`config.mk`:
```
export PLATFORM = sky130hd
export DESIGN_NAME = sort_stream_tx
export DESIGN_NICKNAME = d
export VERILOG_FILES = /design/src/rtl/sort_pkg.sv /design/src/rtl/sort_lfsr8.sv /design/src/rtl/sort_stream_tx.sv
export SDC_FILE = /design/constraint.sdc
export NUM_CORES = 1
export LEC_CHECK = 0
export CORE_MARGIN = 2
export CORE_UTILIZATION = 55
export CTS_BUF_LIST = sky130_fd_sc_hd__clkbuf_4 sky130_fd_sc_hd__clkbuf_8
export CTS_CLUSTER_SIZE = 25
export DETAILED_ROUTE_END_ITERATION = 10
export PLACE_DENSITY = 0.91
export SYNTH_ARGS = -nofsm -noshare
export SYNTH_HDL_FRONTEND = slang
export SYNTH_SLANG_ARGS = --single-unit
```
`constraint.sdc`:
```
create_clock -name CLK -period 3.5 [get_ports CLK]
set_input_delay 0.7 -clock CLK [delete_from_list [all_inputs] [get_ports CLK]]
set_output_delay 0.7 -clock CLK [all_outputs]
set_load 0.01 [all_outputs]
```
`src/rtl/sort_pkg.sv`:
```
// sort_pkg -- shared definitions for the sorter stimulus transmitter.
//
// Contents:
//   DATA_W        : sample width of the sorter stream
//   LFSR_TAPS     : feedback mask of the right-shifting Galois LFSR
//   LFSR_ZERO_SUB : value loaded instead of an all-zero seed (lock-up state)
//   state_e       : transmitter FSM states
//   lfsr_seed()   : seed with zero substitution applied
//   lfsr_step()   : one Galois LFSR step
package sort_pkg;

    localparam int         DATA_W        = 8;
    localparam logic [7:0] LFSR_TAPS     = 8'hB8;
    localparam logic [7:0] LFSR_ZERO_SUB = 8'h01;

    typedef enum logic [2:0] {
        IDLE,
        SEND,
        WAIT,
        RECV,
        DONE
    } state_e;

    // An all-zero state would never leave zero, so it is replaced.
    function automatic logic [7:0] lfsr_seed(input logic [7:0] s);
        return (s == 8'h00) ? LFSR_ZERO_SUB : s;
    endfunction

    function automatic logic [7:0] lfsr_step(input logic [7:0] s);
        return (s >> 1) ^ (s[0] ? LFSR_TAPS : 8'h00);
    endfunction

endpackage

```
`src/rtl/sort_lfsr8.sv`:
```
// sort_lfsr8 -- 8-bit right-shifting Galois LFSR with synchronous load.
//
// Ports:
//   clk_i   : clock, rising edge
//   rst_ni  : asynchronous active-low reset (state -> LFSR_ZERO_SUB)
//   load_i  : load seed_i (zero seed substituted), has priority over en_i
//   seed_i  : seed value
//   en_i    : advance one step
//   state_o : current LFSR state
module sort_lfsr8
    import sort_pkg::*;
(
    input  logic       clk_i,
    input  logic       rst_ni,
    input  logic       load_i,
    input  logic [7:0] seed_i,
    input  logic       en_i,
    output logic [7:0] state_o
);

    logic [7:0] state_q;

    always_ff @(posedge clk_i or negedge rst_ni) begin
        if (!rst_ni) begin
            state_q <= LFSR_ZERO_SUB;
        end else if (load_i) begin
            state_q <= lfsr_seed(seed_i);
        end else if (en_i) begin
            state_q <= lfsr_step(state_q);
        end
    end

    assign state_o = state_q;

endmodule

```
`src/rtl/sort_stream_tx.sv`:
```
// sort_stream_tx -- stimulus transmitter and return-path collector for the
// 8-bit signed sorter. A start pulse sends FRAME_LEN LFSR bytes on tx_*,
// then the sorted stream is collected from rx_* and completion reported.
//
// Optional macro SORT_TX_CHECK_EN compiles in the return-path checker
// (order and sum); without it err_order/err_sum are tied low.
//
// Parameters: FRAME_LEN (2..255) values per frame,
//             TIMEOUT   (>=2) silent-cycle budget in WAIT/RECV.
// Ports:
//   CLK, RESET (async, active low)
//   start, seed           : frame request and LFSR seed
//   tx_data, tx_valid     : stream to the sorter input
//   rx_data, rx_valid     : stream from the sorter output
//   busy, done, timeout   : status (done is a one-cycle pulse)
//   err_order, err_sum    : checker results, sticky per frame
module sort_stream_tx
    import sort_pkg::*;
#(
    parameter int FRAME_LEN = 8,
    parameter int TIMEOUT   = 1024
) (
    input  logic                     CLK,
    input  logic                     RESET,
    input  logic                     start,
    input  logic [7:0]               seed,
    output logic signed [DATA_W-1:0] tx_data,
    output logic                     tx_valid,
    input  logic signed [DATA_W-1:0] rx_data,
    input  logic                     rx_valid,
    output logic                     busy,
    output logic                     done,
    output logic                     timeout,
    output logic                     err_order,
    output logic                     err_sum
);

    localparam int CNT_W = $clog2(FRAME_LEN + 1);
    localparam int TMR_W = $clog2(TIMEOUT);
    localparam logic [CNT_W-1:0] CNT_LAST = CNT_W'(FRAME_LEN - 1);
    localparam logic [TMR_W-1:0] TMR_LAST = TMR_W'(TIMEOUT - 1);

    state_e                    state_q;
    logic [CNT_W-1:0]          cnt_q;
    logic [TMR_W-1:0]          tmr_q;
    logic signed [DATA_W-1:0]  tx_data_q;
    logic                      tx_valid_q;
    logic                      busy_q;
    logic                      done_q;
    logic                      timeout_q;
    logic [7:0]                lfsr_state;
    logic                      start_ok;

    // A start coinciding with the done pulse belongs to the finished frame
    // and is dropped.
    assign start_ok = (state_q == IDLE) && start && !done_q;

    sort_lfsr8 u_lfsr (
        .clk_i   (CLK),
        .rst_ni  (RESET),
        .load_i  (start_ok),
        .seed_i  (seed),
        .en_i    (state_q == SEND),
        .state_o (lfsr_state)
    );

    always_ff @(posedge CLK or negedge RESET) begin
        if (!RESET) begin
            state_q    <= IDLE;
            cnt_q      <= '0;
            tmr_q      <= '0;
            tx_data_q  <= '0;
            tx_valid_q <= 1'b0;
            busy_q     <= 1'b0;
            done_q     <= 1'b0;
            timeout_q  <= 1'b0;
        end else begin
            done_q <= 1'b0;
            case (state_q)
                IDLE: begin
                    if (start_ok) begin
                        state_q    <= SEND;
                        tx_data_q  <= lfsr_seed(seed);
                        tx_valid_q <= 1'b1;
                        busy_q     <= 1'b1;
                        timeout_q  <= 1'b0;
                        cnt_q      <= '0;
                        tmr_q      <= '0;
                    end
                end
                SEND: begin
                    if (cnt_q == CNT_LAST) begin
                        state_q    <= WAIT;
                        tx_valid_q <= 1'b0;
                        tx_data_q  <= '0;
                        cnt_q      <= '0;
                        // Timer starts at 1 so that done lands right after
                        // TIMEOUT silent cycles (the DONE cycle is counted).
                        tmr_q      <= TMR_W'(1);
                    end else begin
                        cnt_q     <= cnt_q + CNT_W'(1);
                        tx_data_q <= lfsr_step(lfsr_state);
                    end
                end
                WAIT: begin
                    if (rx_valid) begin
                        state_q <= RECV;
                        cnt_q   <= CNT_W'(1);
                        tmr_q   <= TMR_W'(1);
                    end else if (tmr_q == TMR_LAST) begin
                        state_q   <= DONE;
                        timeout_q <= 1'b1;
                    end else begin
                        tmr_q <= tmr_q + TMR_W'(1);
                    end
                end
                RECV: begin
                    if (rx_valid) begin
                        tmr_q <= TMR_W'(1);
                        if (cnt_q == CNT_LAST) begin
                            state_q <= DONE;
                        end else begin
                            cnt_q <= cnt_q + CNT_W'(1);
                        end
                    end else if (tmr_q == TMR_LAST) begin
                        state_q   <= DONE;
                        timeout_q <= 1'b1;
                    end else begin
                        tmr_q <= tmr_q + TMR_W'(1);
                    end
                end
                DONE: begin
                    state_q <= IDLE;
                    done_q  <= 1'b1;
                    busy_q  <= 1'b0;
                end
                default: begin
                    state_q <= IDLE;
                end
            endcase
        end
    end

    assign tx_data  = tx_data_q;
    assign tx_valid = tx_valid_q;
    assign busy     = busy_q;
    assign done     = done_q;
    assign timeout  = timeout_q;

`ifdef SORT_TX_CHECK_EN
    localparam int ACC_W = DATA_W + $clog2(FRAME_LEN);

    logic signed [ACC_W-1:0]  acc_tx_q;
    logic signed [ACC_W-1:0]  acc_rx_q;
    logic signed [DATA_W-1:0] prev_q;
    logic                     err_order_q;
    logic                     err_sum_q;
    logic signed [ACC_W-1:0]  tx_ext;
    logic signed [ACC_W-1:0]  rx_ext;

    assign tx_ext = {{(ACC_W - DATA_W){tx_data_q[DATA_W-1]}}, tx_data_q};
    assign rx_ext = {{(ACC_W - DATA_W){rx_data[DATA_W-1]}}, rx_data};

    always_ff @(posedge CLK or negedge RESET) begin
        if (!RESET) begin
            acc_tx_q    <= '0;
            acc_rx_q    <= '0;
            prev_q      <= '0;
            err_order_q <= 1'b0;
            err_sum_q   <= 1'b0;
        end else begin
            if (start_ok) begin
                acc_tx_q    <= '0;
                acc_rx_q    <= '0;
                prev_q      <= '0;
                err_order_q <= 1'b0;
                err_sum_q   <= 1'b0;
            end
            // tx_data_q holds the beat being presented in every SEND cycle.
            if (state_q == SEND) begin
                acc_tx_q <= acc_tx_q + tx_ext;
            end
            if ((state_q == WAIT || state_q == RECV) && rx_valid) begin
                acc_rx_q <= acc_rx_q + rx_ext;
                prev_q   <= rx_data;
                if (state_q == RECV && rx_data < prev_q) begin
                    err_order_q <= 1'b1;
                end
            end
            if (state_q == DONE && (timeout_q || acc_tx_q != acc_rx_q)) begin
                err_sum_q <= 1'b1;
            end
        end
    end

    assign err_order = err_order_q;
    assign err_sum   = err_sum_q;
`else
    assign err_order = 1'b0;
    assign err_sum   = 1'b0;
`endif

endmodule

```
# Word-level counts from Yosys, hierarchy flattened

Cells that the tools add are included.

Register bits after elaboration: 37
Input bits: 20

Add/subtract/negate cells: 2
Eq/ne operators: 15
Mux-type cells: 34
Bitwise logic cells: 1
Reductions and logical operators: 19

Operator list:

| operator                                                        | count |
|---|---|
| 8-bit 2-to-1 mux                                                | 6 |
| 10-bit 2-to-1 mux                                               | 4 |
| 10-bit case mux with 3 select lines                             | 1 |
| 4-bit 2-to-1 mux                                                | 5 |
| 3-bit 2-to-1 mux                                                | 6 |
| 4-bit case mux with 4 select lines                              | 1 |
| 8-bit case mux with 2 select lines                              | 1 |
| 2-bit != test, second input constant                            | 6 |
| 3-bit case mux with 4 select lines                              | 1 |
| 10-bit by 1-bit adder with 10-bit output, second input constant | 1 |
| 10-bit == test, second input constant                           | 1 |
| 8-bit zero test                                                 | 1 |
| 4-bit AND reduction                                             | 2 |
| 2-bit nonzero test                                              | 4 |
| 7-bit by 8-bit XOR with 8-bit output                            | 1 |
| 3-bit by 2-bit == test with 1-bit output, second input constant | 2 |
| 1-bit 2-to-1 mux                                                | 6 |
| 3-bit != test, second input constant                            | 2 |
| 1-bit case mux with 2 select lines                              | 3 |
| 3-bit AND reduction                                             | 2 |
| 5-bit AND reduction                                             | 1 |
| 4-bit by 1-bit adder with 4-bit output, second input constant   | 1 |
| 4-bit by 3-bit == test with 1-bit output, second input constant | 1 |
| 2-bit AND reduction                                             | 2 |
| other kinds (9)                                                 | 10 |

# Depth between registers and ports, before layout

Depth in word-level cells: 5
Mapped depth: 7
Mapped depth without buffers: 6

# Cells and area by module

Synthesis repeated with hierarchy kept, for this count alone.

Cells, all modules: 204
Area total of the unflattened synthesis: 2023.2 µm²

Modules (own cells, without submodules):

| module         | times used | cells each | area an instance (µm²) |
|---|---|---|---|
| sort_stream_tx | 1          | 164        | 1616.6 |
| sort_lfsr8     | 1          | 40         | 406.6 |

# Worst setup path before layout

OpenSTA, ideal clock, no wires.

Path type: input -> register
Start: input start
End: register tmr_q[7]
Library setup time: 0.121 ns
Data arrival time: 1.962 ns
Required time: 3.379 ns
Setup slack: 1.417 ns
Stages on the path: 6
Buffers on the path: 1
Cells stage by stage: nand2b_1 > a221oi_2 > or4b_1 > buf_2 > o21a_1 > o22a_1

Word-level cells in the longest chain between the ends: 4

Ends and longest elaborated chain:

| element                         | RTL line              | RTL |
|---|---|---|
| start: declaration              | sort_stream_tx.sv:25  | `input logic start,` |
| 1-bit logical AND (2 in series) | sort_stream_tx.sv:56  | `assign start_ok = (state_q == IDLE) && start && !done_q;` |
| 2-bit != test (no line)         | --                    |  |
| 4-bit AND reduction (no line)   | --                    |  |
| end signal: assignment          | sort_stream_tx.sv:114 | `tmr_q <= tmr_q + TMR_W'(1);` |
| end signal: assignment          | sort_stream_tx.sv:129 | `tmr_q <= tmr_q + TMR_W'(1);` |
| end: declaration                | sort_stream_tx.sv:45  | `logic [TMR_W-1:0] tmr_q;` |

No other way between the ends.
A chain may end at the register's enable or synchronous reset.

# Worst setup path after layout

Ends and elaborated chain as after synthesis.

==> metrics.cfg <==
[timing]
timing.final.crit_share_pct=68.4
grt_setup_unrepaired=false
skew_ns=0.00747
worst_slew_pin_slew_ns=0.799
maxSlewViolCount=0
slew_headroom_pct=46.7
fmax_mhz=418
tns_ns=0
final_hold_viol_count=0
final-setup-viol-count=0
fin_crit_ns=2.39

[critical_path]
worstPathCellList=clkdlybuf4s50_1, nand2b_1, a221oi_2, or4b_1, o21a_1, o22a_1
worstPathMaxFanout=5
crit_slowest_cell=or4b_1
crit_buf_inv=1
end_kind=flop
cp-start-kind=input pin
path_class=input pin to flop
critPathTopFamily=compound AO/OA/AOI/OAI gates
crit_path_max_incr_delay_ns=0.59
crit_arrival_ns=2.64
cp_data_required_time_ns=3.75

[synth]
syn_area_sq_mm=0.00193
synthMuxAreaShare_pct=2.08
synthXorXnorAreaFrac_pct=3.63
synth_edf_count=0
syn_inst=197
yosys.area.top_type=dfrtp_1
yosys_register_bits=37
synth_compound_area_share_pct=17.7
postSynthAreaPerCell_sq_um=9.79
synth_top_family_by_area=simple AND/OR/NAND/NOR gates
synth_top_area_share_pct=46.7
synthSimpleGateAreaFrac_pct=21.7
ys.flop_type=dfrtp_1
synth.distinct_cells=45
async_reset_ff_share_pct=100
synth_fa_ha_area_share_pct=1.30
seq_area_frac_synth_pct=48.1
yosys-top-cells-area=dfrtp_1, nand2_1, o21ai_0, nor2_1, a222oi_1
ys_warn_count=0

[layout]
final_cell_area_sq_mm=0.00223
finalNetCount=237
drive_gt1_share_pct=6.48
syn2layout_area_growth_pct=15.6
fin_cells=262
final_util_pct=66.3
num_antenna_cells=0

[die]
ios=34
die_h_microns=63.2
start_util_pct=57.3
die_w_microns=63.2
core-area_sq_mm=0.00336
rows=21
dieArea_sq_mm=0.00400

[route]
drc=0
vias=1573
drt-vias-per-instance=6.00
postRouteAntennaNets=0
routedWlPerCell_microns=15.5
drt_iter0_markers=177
first_pass_iters=5
drt_wl_total_microns=4050

[clock_tree]
cts.clk_slew.worst_paths_ns=0.11
cts_resized=0
cts_root_buf=clkbuf_4
holdBufCountCts=0
clk_path_buf_depth=2
cts_tree=built
clkSinkCount=37
htreeDepth=2
cts_setup_buffers=0
clk_latency_ns=0.35
cts_buffers=5

[power]
powerDensity_mw_per_mm2=801
power_leakage_nw=0.986
vdd_ir_drop_max_uv=420

[global_route]
grt_max_degree=38
grt-ovfl-total=0
grt_pass1_wl_microns=6800
antenna_found_initial=0
grt_pass1_vias=1497
grt_usage_pct=22.0

[outcome]
status=completed

[placement]
port_buffers=23
dp.cells=254
dp_hpwl_microns=2780
place_area_sq_mm=0.00214
place_congestion=0.842

[job]
maxCapViolCount=0

[min_path]
hold_class=input pin to async pin

-- synthesized netlist by cell type (2+ instances only) --
| master | number |
|---|---|
| inv_1 | 8 |
| a211o_1 | 2 |
| dfrtp_1 | 36 |
| xnor2_1 | 5 |
| mux2i_1 | 4 |
| nand4_1 | 2 |
| nand2b_1 | 4 |
| a21oi_1 | 7 |
| nand2_1 | 20 |
| and2_1 | 3 |
| a22o_1 | 2 |
| nor2_1 | 17 |
| nand3_1 | 5 |
| buf_2 | 2 |
| and3_1 | 2 |
| buf_4 | 2 |
| ha_1 | 2 |
| clkbuf_1 | 7 |
| a22oi_1 | 4 |
| o21ai_0 | 15 |
| or3_1 | 3 |
| buf_6 | 2 |
| a32o_1 | 2 |
| a221o_1 | 3 |
| nor2b_1 | 4 |
| a222oi_1 | 6 |
| xor2_1 | 3 |
| nor3_1 | 6 |
| nor4_1 | 3 |
-- per-stage QoR --
step | hold slack (ns) | power (mW) | setup WS, ns
after floorplan | 0.404 | 1.25 | 1.42
after global placement | 0.470 | 1.44 | 0.818
after detailed placement | 0.479 | 1.47 | 0.759
after CTS | 0.433 | 1.79 | 1.12
after global routing | 0.466 | 1.94 | 1.06
final | 0.428 | 1.79 | 1.11
-- flip-flops by register name, summed over array words and instances (netlist names) --
signal,cells
u_lfsr.state_o,8
tx_valid,1
tmr_q,10
done,1
busy,1
timeout,1
cnt_q,4
state_q,3
tx_data,8
-- final timing paths --
check                           depth (start not counted)                           from  slack [ns]                       endpoint
worst max-delay path                                    6                          start        1.11           tmr_q[7]$_DFFE_PN0P_
max in group asynchronous                               1                          RESET        2.57           tmr_q[2]$_DFFE_PN0P_
worst min-delay path                                    1                          RESET        0.43           cnt_q[0]$_DFFE_PN0P_
worst min register to register                          2  u_lfsr.state_o[4]$_DFFE_PN0P_        0.50  u_lfsr.state_o[4]$_DFFE_PN0P_
min in group CLK                                        2  u_lfsr.state_o[4]$_DFFE_PN0P_        0.50  u_lfsr.state_o[4]$_DFFE_PN0P_
worst max register to register                          6           cnt_q[0]$_DFFE_PN0P_        1.23           tmr_q[7]$_DFFE_PN0P_
-- where the power goes --
part	leakage [nW]	internal (mW)	switching (mW)	total [mW]
sequential	0.469	0.579	0.157	0.737
clock	0.0445	0.170	0.142	0.311
combinational	0.472	0.351	0.386	0.737
-- layer usage --
layer  part of all wire, %  routed length, microns  GRT usage (%)
met2                    48                    1930           34.4
met4                   2.5                     102           11.4
met5                     0                       0              0
met3                   6.3                     254           5.36
met1                    44                    1770           28.5
-- logic make-up (layout without fill, tap and decap cells) --
family          Yosys count  after routing
fa+ha+maj                 2              2
simple gates             77             77
buf+inv                  21             39
other cells               1              2
flops                    37             37
compound gates           47             47
xor+xnor                  8              8
mux                       4              4
-- layout by cell type (no fill, tap or decap), types with 2 or more instances in the layout --
cell	instances
nor2_1	17
nand2_1	20
xor2_1	3
inv_1	8
a22oi_1	4
o21ai_0	15
clkbuf_4	5
and3_1	2
a22o_1	2
nor3_1	6
a222oi_1	6
a221o_1	3
nor4_1	3
mux2i_1	4
nand4_1	2
or3_1	3
a32o_1	2
a21oi_1	7
conb_1	2
nand3_1	5
nand2b_1	4
ha_1	2
nor2b_1	4
xnor2_1	5
and2_1	3
dfrtp_1	36
a211o_1	2
clkdlybuf4s50_1	22
-- final cells by class --
| class | instances | area (sq um) |
|---|---|---|
| fill | 295 | 1130 |
| sequential | 37 | 927 |
| multi-input combinational | 140 | 901 |
| timing repair buffer | 23 | 225 |
| tap | 46 | 57.6 |
| clock buffer | 6 | 51.3 |
| clock inverter | 2 | 37.5 |
| inverter | 8 | 30.0 |
Note: power is estimated with default switching activity, not from simulation.
